--- src/rtl/mem_bus_arbiter.sv ---
// Shares one SRAM-like bus between the fetch port and the load/store port.
// One transaction at a time; data has priority, bounded by a starvation streak counter.
//
// state | meaning
// IDLE  | no transaction; combinational arbitration and grant
// ADDR  | bus_req high, waiting for bus_addr_ok
// DATA  | address accepted, waiting for bus_data_ok
module mem_bus_arbiter #(
    parameter int unsigned MAX_DATA_STREAK = 4,
    parameter int unsigned ADDR_W          = 32
) (
    input  logic              clk,
    input  logic              rst_n,
    input  logic              inst_req,
    input  logic [ADDR_W-1:0] inst_addr,
    output logic              inst_addr_ok,
    output logic              inst_data_ok,
    output logic [31:0]       inst_rdata,
    input  logic              data_req,
    input  logic              data_wr,
    input  logic [1:0]        data_size,
    input  logic [ADDR_W-1:0] data_addr,
    input  logic [31:0]       data_wdata,
    output logic              data_addr_ok,
    output logic              data_data_ok,
    output logic [31:0]       data_rdata,
    output logic              bus_req,
    output logic              bus_wr,
    output logic [1:0]        bus_size,
    output logic [ADDR_W-1:0] bus_addr,
    output logic [31:0]       bus_wdata,
    input  logic              bus_addr_ok,
    input  logic              bus_data_ok,
    input  logic [31:0]       bus_rdata,
    output logic              busy
);

    typedef enum logic [1:0] {IDLE, ADDR, DATA} state_e;

    localparam logic [3:0] STREAK_MAX = 4'(MAX_DATA_STREAK);

    state_e            state_q, state_d;
    logic              owner_inst_q, owner_inst_d;
    logic [3:0]        streak_q, streak_d;
    logic              bus_wr_q, bus_wr_d;
    logic [1:0]        bus_size_q, bus_size_d;
    logic [ADDR_W-1:0] bus_addr_q, bus_addr_d;
    logic [31:0]       bus_wdata_q, bus_wdata_d;
    logic              grant_inst, grant_data, resp;

    always_comb begin
        state_d      = state_q;
        owner_inst_d = owner_inst_q;
        streak_d     = streak_q;
        bus_wr_d     = bus_wr_q;
        bus_size_d   = bus_size_q;
        bus_addr_d   = bus_addr_q;
        bus_wdata_d  = bus_wdata_q;
        grant_inst   = 1'b0;
        grant_data   = 1'b0;
        resp         = 1'b0;

        unique case (state_q)
            IDLE: begin
                // Pulses are gated by rst_n so every output reads 0 during reset.
                grant_inst = rst_n && inst_req && (!data_req || streak_q == STREAK_MAX);
                grant_data = rst_n && data_req && !grant_inst;
                if (grant_inst) begin
                    state_d      = ADDR;
                    owner_inst_d = 1'b1;
                    streak_d     = 4'd0;
                    bus_wr_d     = 1'b0;
                    bus_size_d   = 2'd2;
                    bus_addr_d   = inst_addr;
                    bus_wdata_d  = 32'd0;
                end else if (grant_data) begin
                    state_d      = ADDR;
                    owner_inst_d = 1'b0;
                    if (!inst_req)
                        streak_d = 4'd0;
                    else if (streak_q != STREAK_MAX)
                        streak_d = streak_q + 4'd1;
                    bus_wr_d     = data_wr;
                    bus_size_d   = data_size;
                    bus_addr_d   = data_addr;
                    bus_wdata_d  = data_wdata;
                end
            end
            ADDR: begin
                if (bus_addr_ok)
                    state_d = DATA;
            end
            DATA: begin
                if (bus_data_ok) begin
                    state_d = IDLE;
                    resp    = rst_n;
                end
            end
            default: state_d = IDLE;
        endcase
    end

    always_ff @(posedge clk) begin
        if (!rst_n) begin
            state_q      <= IDLE;
            owner_inst_q <= 1'b0;
            streak_q     <= 4'd0;
            bus_wr_q     <= 1'b0;
            bus_size_q   <= 2'd0;
            bus_addr_q   <= '0;
            bus_wdata_q  <= 32'd0;
        end else begin
            state_q      <= state_d;
            owner_inst_q <= owner_inst_d;
            streak_q     <= streak_d;
            bus_wr_q     <= bus_wr_d;
            bus_size_q   <= bus_size_d;
            bus_addr_q   <= bus_addr_d;
            bus_wdata_q  <= bus_wdata_d;
        end
    end

    assign inst_addr_ok = grant_inst;
    assign data_addr_ok = grant_data;
    assign inst_data_ok = resp && owner_inst_q;
    assign data_data_ok = resp && !owner_inst_q;
    // Store completions carry no read data.
    assign inst_rdata   = inst_data_ok ? bus_rdata : 32'd0;
    assign data_rdata   = (data_data_ok && !bus_wr_q) ? bus_rdata : 32'd0;

    assign bus_req   = (state_q == ADDR);
    assign bus_wr    = bus_wr_q;
    assign bus_size  = bus_size_q;
    assign bus_addr  = bus_addr_q;
    assign bus_wdata = bus_wdata_q;
    assign busy      = (state_q != IDLE);

endmodule

--- config.mk ---
export PLATFORM = sky130hd
export DESIGN_NAME = mem_bus_arbiter
export DESIGN_NICKNAME = d
export VERILOG_FILES = /design/src/rtl/mem_bus_arbiter.sv
export SDC_FILE = /design/constraint.sdc
export NUM_CORES = 1
export LEC_CHECK = 0
export CAP_MARGIN = 20
export CORE_MARGIN = 2
export CORE_UTILIZATION = 32
export DETAILED_ROUTE_END_ITERATION = 7
export PLACE_DENSITY_LB_ADDON = 0.08
export REMOVE_ABC_BUFFERS = 1
export SKIP_CTS_REPAIR_TIMING = 1
export SLEW_MARGIN = 20
export SYNTH_ARGS = -nofsm -noshare
export SYNTH_HDL_FRONTEND = slang
export SYNTH_SLANG_ARGS = --single-unit
--- constraint.sdc ---
create_clock -name clk -period 1.84 [get_ports clk]
set_clock_uncertainty 0.2 [all_clocks]
set_input_delay 0.368 -clock clk [delete_from_list [all_inputs] [get_ports clk]]
set_output_delay 0.368 -clock clk [all_outputs]
set_load 0.05 [all_outputs]
Word-level counts from Yosys, hierarchy flattened
Index checks and enable logic that the tools add are counted.
{"block": "op_classes", "reduce_logical": 18, "eq_ne": 8, "n_mux": 25, "addsub": 1}
{"op": "two-way mux 32 bit", "count": 6}
{"op": "two-way mux 4 bit", "count": 4}
{"op": "two-way mux 2 bit", "count": 6}
{"op": "two-way mux 1 bit", "count": 8}
{"op": "logical AND 1 bit", "count": 7}
{"op": "case mux 2 bit (3 select lines)", "count": 1}
{"op": "AND reduction 3 bit", "count": 2}
{"op": "adder 4 x 1 -> 4 bit, second input constant", "count": 1}
{"op": "== test 4 x 3 -> 1 bit, second input constant", "count": 1}
{"op": "logical NOT 1 bit", "count": 4}
{"op": "!= test 4 x 3 -> 1 bit, second input constant", "count": 1}
{"op": "nonzero test 2 bit", "count": 2}
{"op": "!= test 3 x 1 -> 1 bit, second input constant", "count": 1}
{"op": "!= test 3 bit, second input constant", "count": 1}
{"op": "== test 2 x 1 -> 1 bit, second input constant", "count": 1}
{"op": "== test 2 bit, second input constant", "count": 1}
{"op": "logical NOT 2 bit", "count": 1}
{"op": "!= test 2 x 1 -> 1 bit, second input constant", "count": 1}
{"op": "!= test 2 bit, second input constant", "count": 1}
{"op": "AND reduction 2 bit", "count": 1}
{"op": "logical OR 1 bit", "count": 1}
{"block": "word_totals", "in_bits": 137, "reg_bits": 74, "elab_cells": 59, "out_inout_bits": 137}

Logic depth before layout (Yosys ltp)
{"block": "depth", "depth_word": 8, "ltp_mapped": 7, "ltp_nobuf": 5}

Worst setup path before layout
No wires, ideal clock.
{"block": "synth_path", "kind": "flip-flop to output port", "start": "register state_q[0]", "end": "output inst_rdata[22]", "n_path_buf": 2, "setup_slack_ns": -0.704, "required_time_ns": 1.272, "path_stages_with_launch": 6, "t_arrival_ns": 1.976, "cell_sequence": "dfxtp_1 buf_2 nand3b_1 nor2_1 clkbuf_1 and2_1"}
{"block": "synth_via", "elab_chain_len": 4}
{"item": "start, declared", "line_no": "42", "source": "state_e state_q, state_d;"}
{"item": "start signal, assigned", "line_no": "113", "source": "state_q <= state_d;"}
{"item": "== test 2 bit", "line_no": "63", "source": "unique case (state_q)"}
{"item": "two-way mux 1 bit", "line_no": "63"}
{"item": "logical AND 1 bit", "line_no": "125", "source": "assign inst_data_ok = resp && owner_inst_q;"}
{"item": "named net inst_data_ok", "line_no": "17", "source": "output logic inst_data_ok,"}
{"item": "two-way mux 32 bit", "line_no": "128", "source": "assign inst_rdata = inst_data_ok ? bus_rdata : 32'd0;"}
{"item": "end, declared", "line_no": "18", "source": "output logic [31:0] inst_rdata,"}
The timed path passes the listed nets, and every way through them passes these cells.

Final worst setup path
{"block": "layout_path", "start": "register state_q[0]", "end": "output data_rdata[20]"}
{"block": "layout_via", "elab_chain_len": 5}
{"item": "== test 2 bit", "line_no": "63"}
{"item": "two-way mux 1 bit", "line_no": "63"}
{"item": "logical AND 1 bit", "line_no": "126", "source": "assign data_data_ok = resp && !owner_inst_q;"}
{"item": "logical AND 1 bit", "line_no": "129", "source": "assign data_rdata = (data_data_ok && !bus_wr_q) ? bus_rdata : 32'd0;"}
{"item": "two-way mux 32 bit", "line_no": "129"}
{"item": "end, declared", "line_no": "26", "source": "output logic [31:0] data_rdata,"}
No other way between the ends.

==> run_results.csv <==
group,metric,value,unit
outcome,status,"finished, violations left",
outcome,violations,"negative setup slack",
critical_path,cpPeakStageDelay,0.32,ns
detailed_routing,post-route-drc-count,0,
final_layout,final_area,0.00824,sq mm
grt,grt_pass1_wl,24.5,mm
timing,max_slew_margin,64.6,%
power,ir_drop,0.000504,V
critical_path,r2r_slack,0.09,ns
detailed_routing,drt-total-wl,17.2,mm
detailed_routing,via_per_inst,5.11,
timing,drv_slew,0,
cts,clock_path_buffers,2,
worst_hold_path,min_path_type,"register to register",
floorplanning,die-area,0.0134,sq mm
floorplanning,pin_count,274,
detailed_routing,first_pass_iters,4,
cts,htree_levels,3,
cts,clock-root-buffer,"clkbuf_16",
floorplanning,die_y,116,um
floorplanning,initial_core_util,32.9,%
place,place_congestion,0.945,
critical_path,arrival,1.69,ns
timing,hold-worst-slack,0.274,ns
critical_path,crit_type,"register to output port",
timing,hold_viol,0,
cts,cts_buffers,9,
synth,synth.avg_cell_area,8.69,sq um
critical_path,crit_top_cell,"buf_12",
timing,fmax,443,MHz
final_layout,diodes,0,
critical_path,end_kind,"output port",
timing,fin_ws,-0.417,ns
final_layout,stdcell_count,912,
synth,synth.distinct_cells,42,
timing,setup_viol,69,
final_layout,syn_to_final_growth,107,%
place,place_area,0.00758,sq mm
place,place_inst,888,
synth,ys_ff_latch,74,
cts,clock_sinks,74,
grt,grt_max_degree,55,
power,leakage,0.00353,uW
critical_path,path_delay_family,"simple AND/OR/NAND/NOR gates",
synth,synth_cells,459,
synth,netlist_area,0.00399,sq mm
detailed_routing,post_drt_wl_per_cell,18.9,um
synth,ys_seq_area_share,37.1,%
timing,rsz0062_at_grt,"true",
critical_path,worstPathCellList,"nand3b_1, nor3_4, buf_12, clkbuf_16, and2_4, buf_12",
synth,ys_warn_count,0,
timing,min_period_over_period,123,%
grt,grt_overflow_total,0,
cts,cts.clk_slew.worst_paths,0.06,ns
cts,cts_tree,"yes",
critical_path,crit_buf_inv,3,
critical_path,path_max_fanout,8,
timing,tightest_slew,0.531,ns
floorplanning,core_area,0.0121,sq mm
critical_path,start_kind,"register",
cts,insertion_delay,0.32,ns
final_layout,fin_nets,878,
detailed_routing,drtIter0Drc,265,
critical_path,worst-endpoint-required,1.27,ns
grt,first_global_vias,4270,
critical_path,slowest_stage,"dfxtp_2",
timing,finalCriticalPeriod,2.26,ns
final_layout,post-route-util,68.0,%
place,hpwl,12.7,mm
floorplanning,core.rowCount,40,
place,port_buffers,273,
grt,antenna_found_initial,0,
detailed_routing,vias,4663,
detailed_routing,ant_nets,0,
final_layout,drive_gt1_share,41.4,%
grt,grtUsageTotal,23.6,%
floorplanning,fp.dieW,116,um
flow_run,cap_violations,0,
place,place_ws,-0.663,ns
power,power_density,662,mW/mm^2
## kinds of logic after synthesis
| family | after synthesis | synth area share, % |
|---|---|---|
| flip-flops | 74 | 37.1 |
| multiplexers | 2 | 0.533 |
| adder cells (fa/ha/maj) | 2 | 0.627 |
| AO/OA/AOI/OAI | 140 | 29.7 |
| AND/OR/NAND/NOR | 157 | 22.6 |
| buffers and inverters | 84 | 9.44 |
## sequential cells by signal, indices dropped and copies added, names as in the netlist
| register | cells |
|---|---|
| state_q | 2 |
| streak_q | 4 |
| bus_addr | 32 |
| owner_inst_q | 1 |
| bus_size | 2 |
| bus_wdata | 32 |
| bus_wr | 1 |
## path summary, 6_finish.rpt
check	start	to	cells past startpoint
worst max-delay path	state_q[0]$_SDFFE_PN0P_	data_rdata[20]	6
worst max register to register	state_q[0]$_SDFFE_PN0P_	bus_addr[23]$_SDFFE_PN0P_	5
worst min-delay path	bus_wdata[27]$_SDFFE_PN0P_	bus_wdata[27]$_SDFFE_PN0P_	1
worst min register to register	bus_wdata[27]$_SDFFE_PN0P_	bus_wdata[27]$_SDFFE_PN0P_	1
## report_power, final
| group | total, uW | internal (uW) | switching (uW) | leakage, uW |
|---|---|---|---|---|
| logic | 1710 | 767 | 947 | 0.00277 |
| clock network | 1910 | 1200 | 713 | 0.000153 |
| registers | 1830 | 1740 | 83.8 | 0.000613 |
## cell usage after synthesis, drive strengths merged
cell type | instances | area share [%]
nor2b | 33 | 5.2
a22o | 35 | 7.7
nor4 | 1 | 0.16
and2 | 65 | 10
dfxtp | 74 | 37
o311a | 1 | 0.25
a21o | 1 | 0.19
nand2b | 1 | 0.16
buf | 21 | 3.5
inv | 37 | 3.5
ha | 2 | 0.63
a2111oi | 1 | 0.22
a211o | 1 | 0.22
a21oi | 32 | 4.0
o2bb2ai | 1 | 0.22
and3b | 1 | 0.22
o221a | 32 | 9.0
nor3 | 4 | 0.63
a22oi | 1 | 0.19
or2 | 2 | 0.31
nand2 | 35 | 3.3
o221ai | 32 | 7.0
mux2i | 1 | 0.25
a32o | 1 | 0.25
or3 | 1 | 0.16
o21a | 2 | 0.38
or3b | 1 | 0.22
mux2 | 1 | 0.28
nor3b | 1 | 0.47
nand4b | 1 | 0.22
clkbuf | 26 | 2.4
nand3 | 1 | 0.13
and3 | 1 | 0.16
nor2 | 7 | 0.72
nand3b | 2 | 0.38
## worst reg2reg max path, cell delays in order, from the launching register on
cell and delay (ns):
dfxtp_2 0.32, buf_4 0.16, nor3b_4 0.22, buf_4 0.31
o221ai_1 0.18, o221a_2 0.25
## stage by stage
stage / total power [uW] / TNS [ns]
5_1_grt: 5670 / -29.42
4_1_cts: 5470 / -56.18
3_3_place_gp: 3520 / -78.47
2_1_floorplan: 2700 / -103.73
3_5_place_dp: 3540 / -80.03
6_report: 5450 / -23.90
## placed cells by master (no fill, tap or decap), types with 31 or more instances in the layout
cell,n
o221ai_1,32
clkdlybuf4s50_1,132
nand2_1,35
and2_4,62
dfxtp_1,70
a22o_1,35
nor2b_1,32
o221a_2,31
inv_1,35
buf_12,79
a21oi_1,32
buf_4,92
## metal layers
layer | wire length [um] | vias to the layer above | track usage [%] | share of wire [%]
met1 | 6830 | 2215 | 28.5 | 40
met3 | 1220 | 32 | 6.17 | 7.1
met2 | 8650 | 205 | 40.6 | 50
met5 | 0 | - | 0 | 0
met4 | 539 | 0 | 8.25 | 3.1
li1 | - | 2211 | - | -
## final cells by class
cell class / instances / area (sq um)
Timing Repair Buffer: 316 / 3760
Multi-Input combinational cell: 301 / 2320
Clock inverter: 7 / 101
Tap cell: 168 / 210
Fill cell: 929 / 3870
Sequential cell: 74 / 1490
Inverter: 37 / 139
Clock buffer: 9 / 225
(Power assumes the default switching activity.)
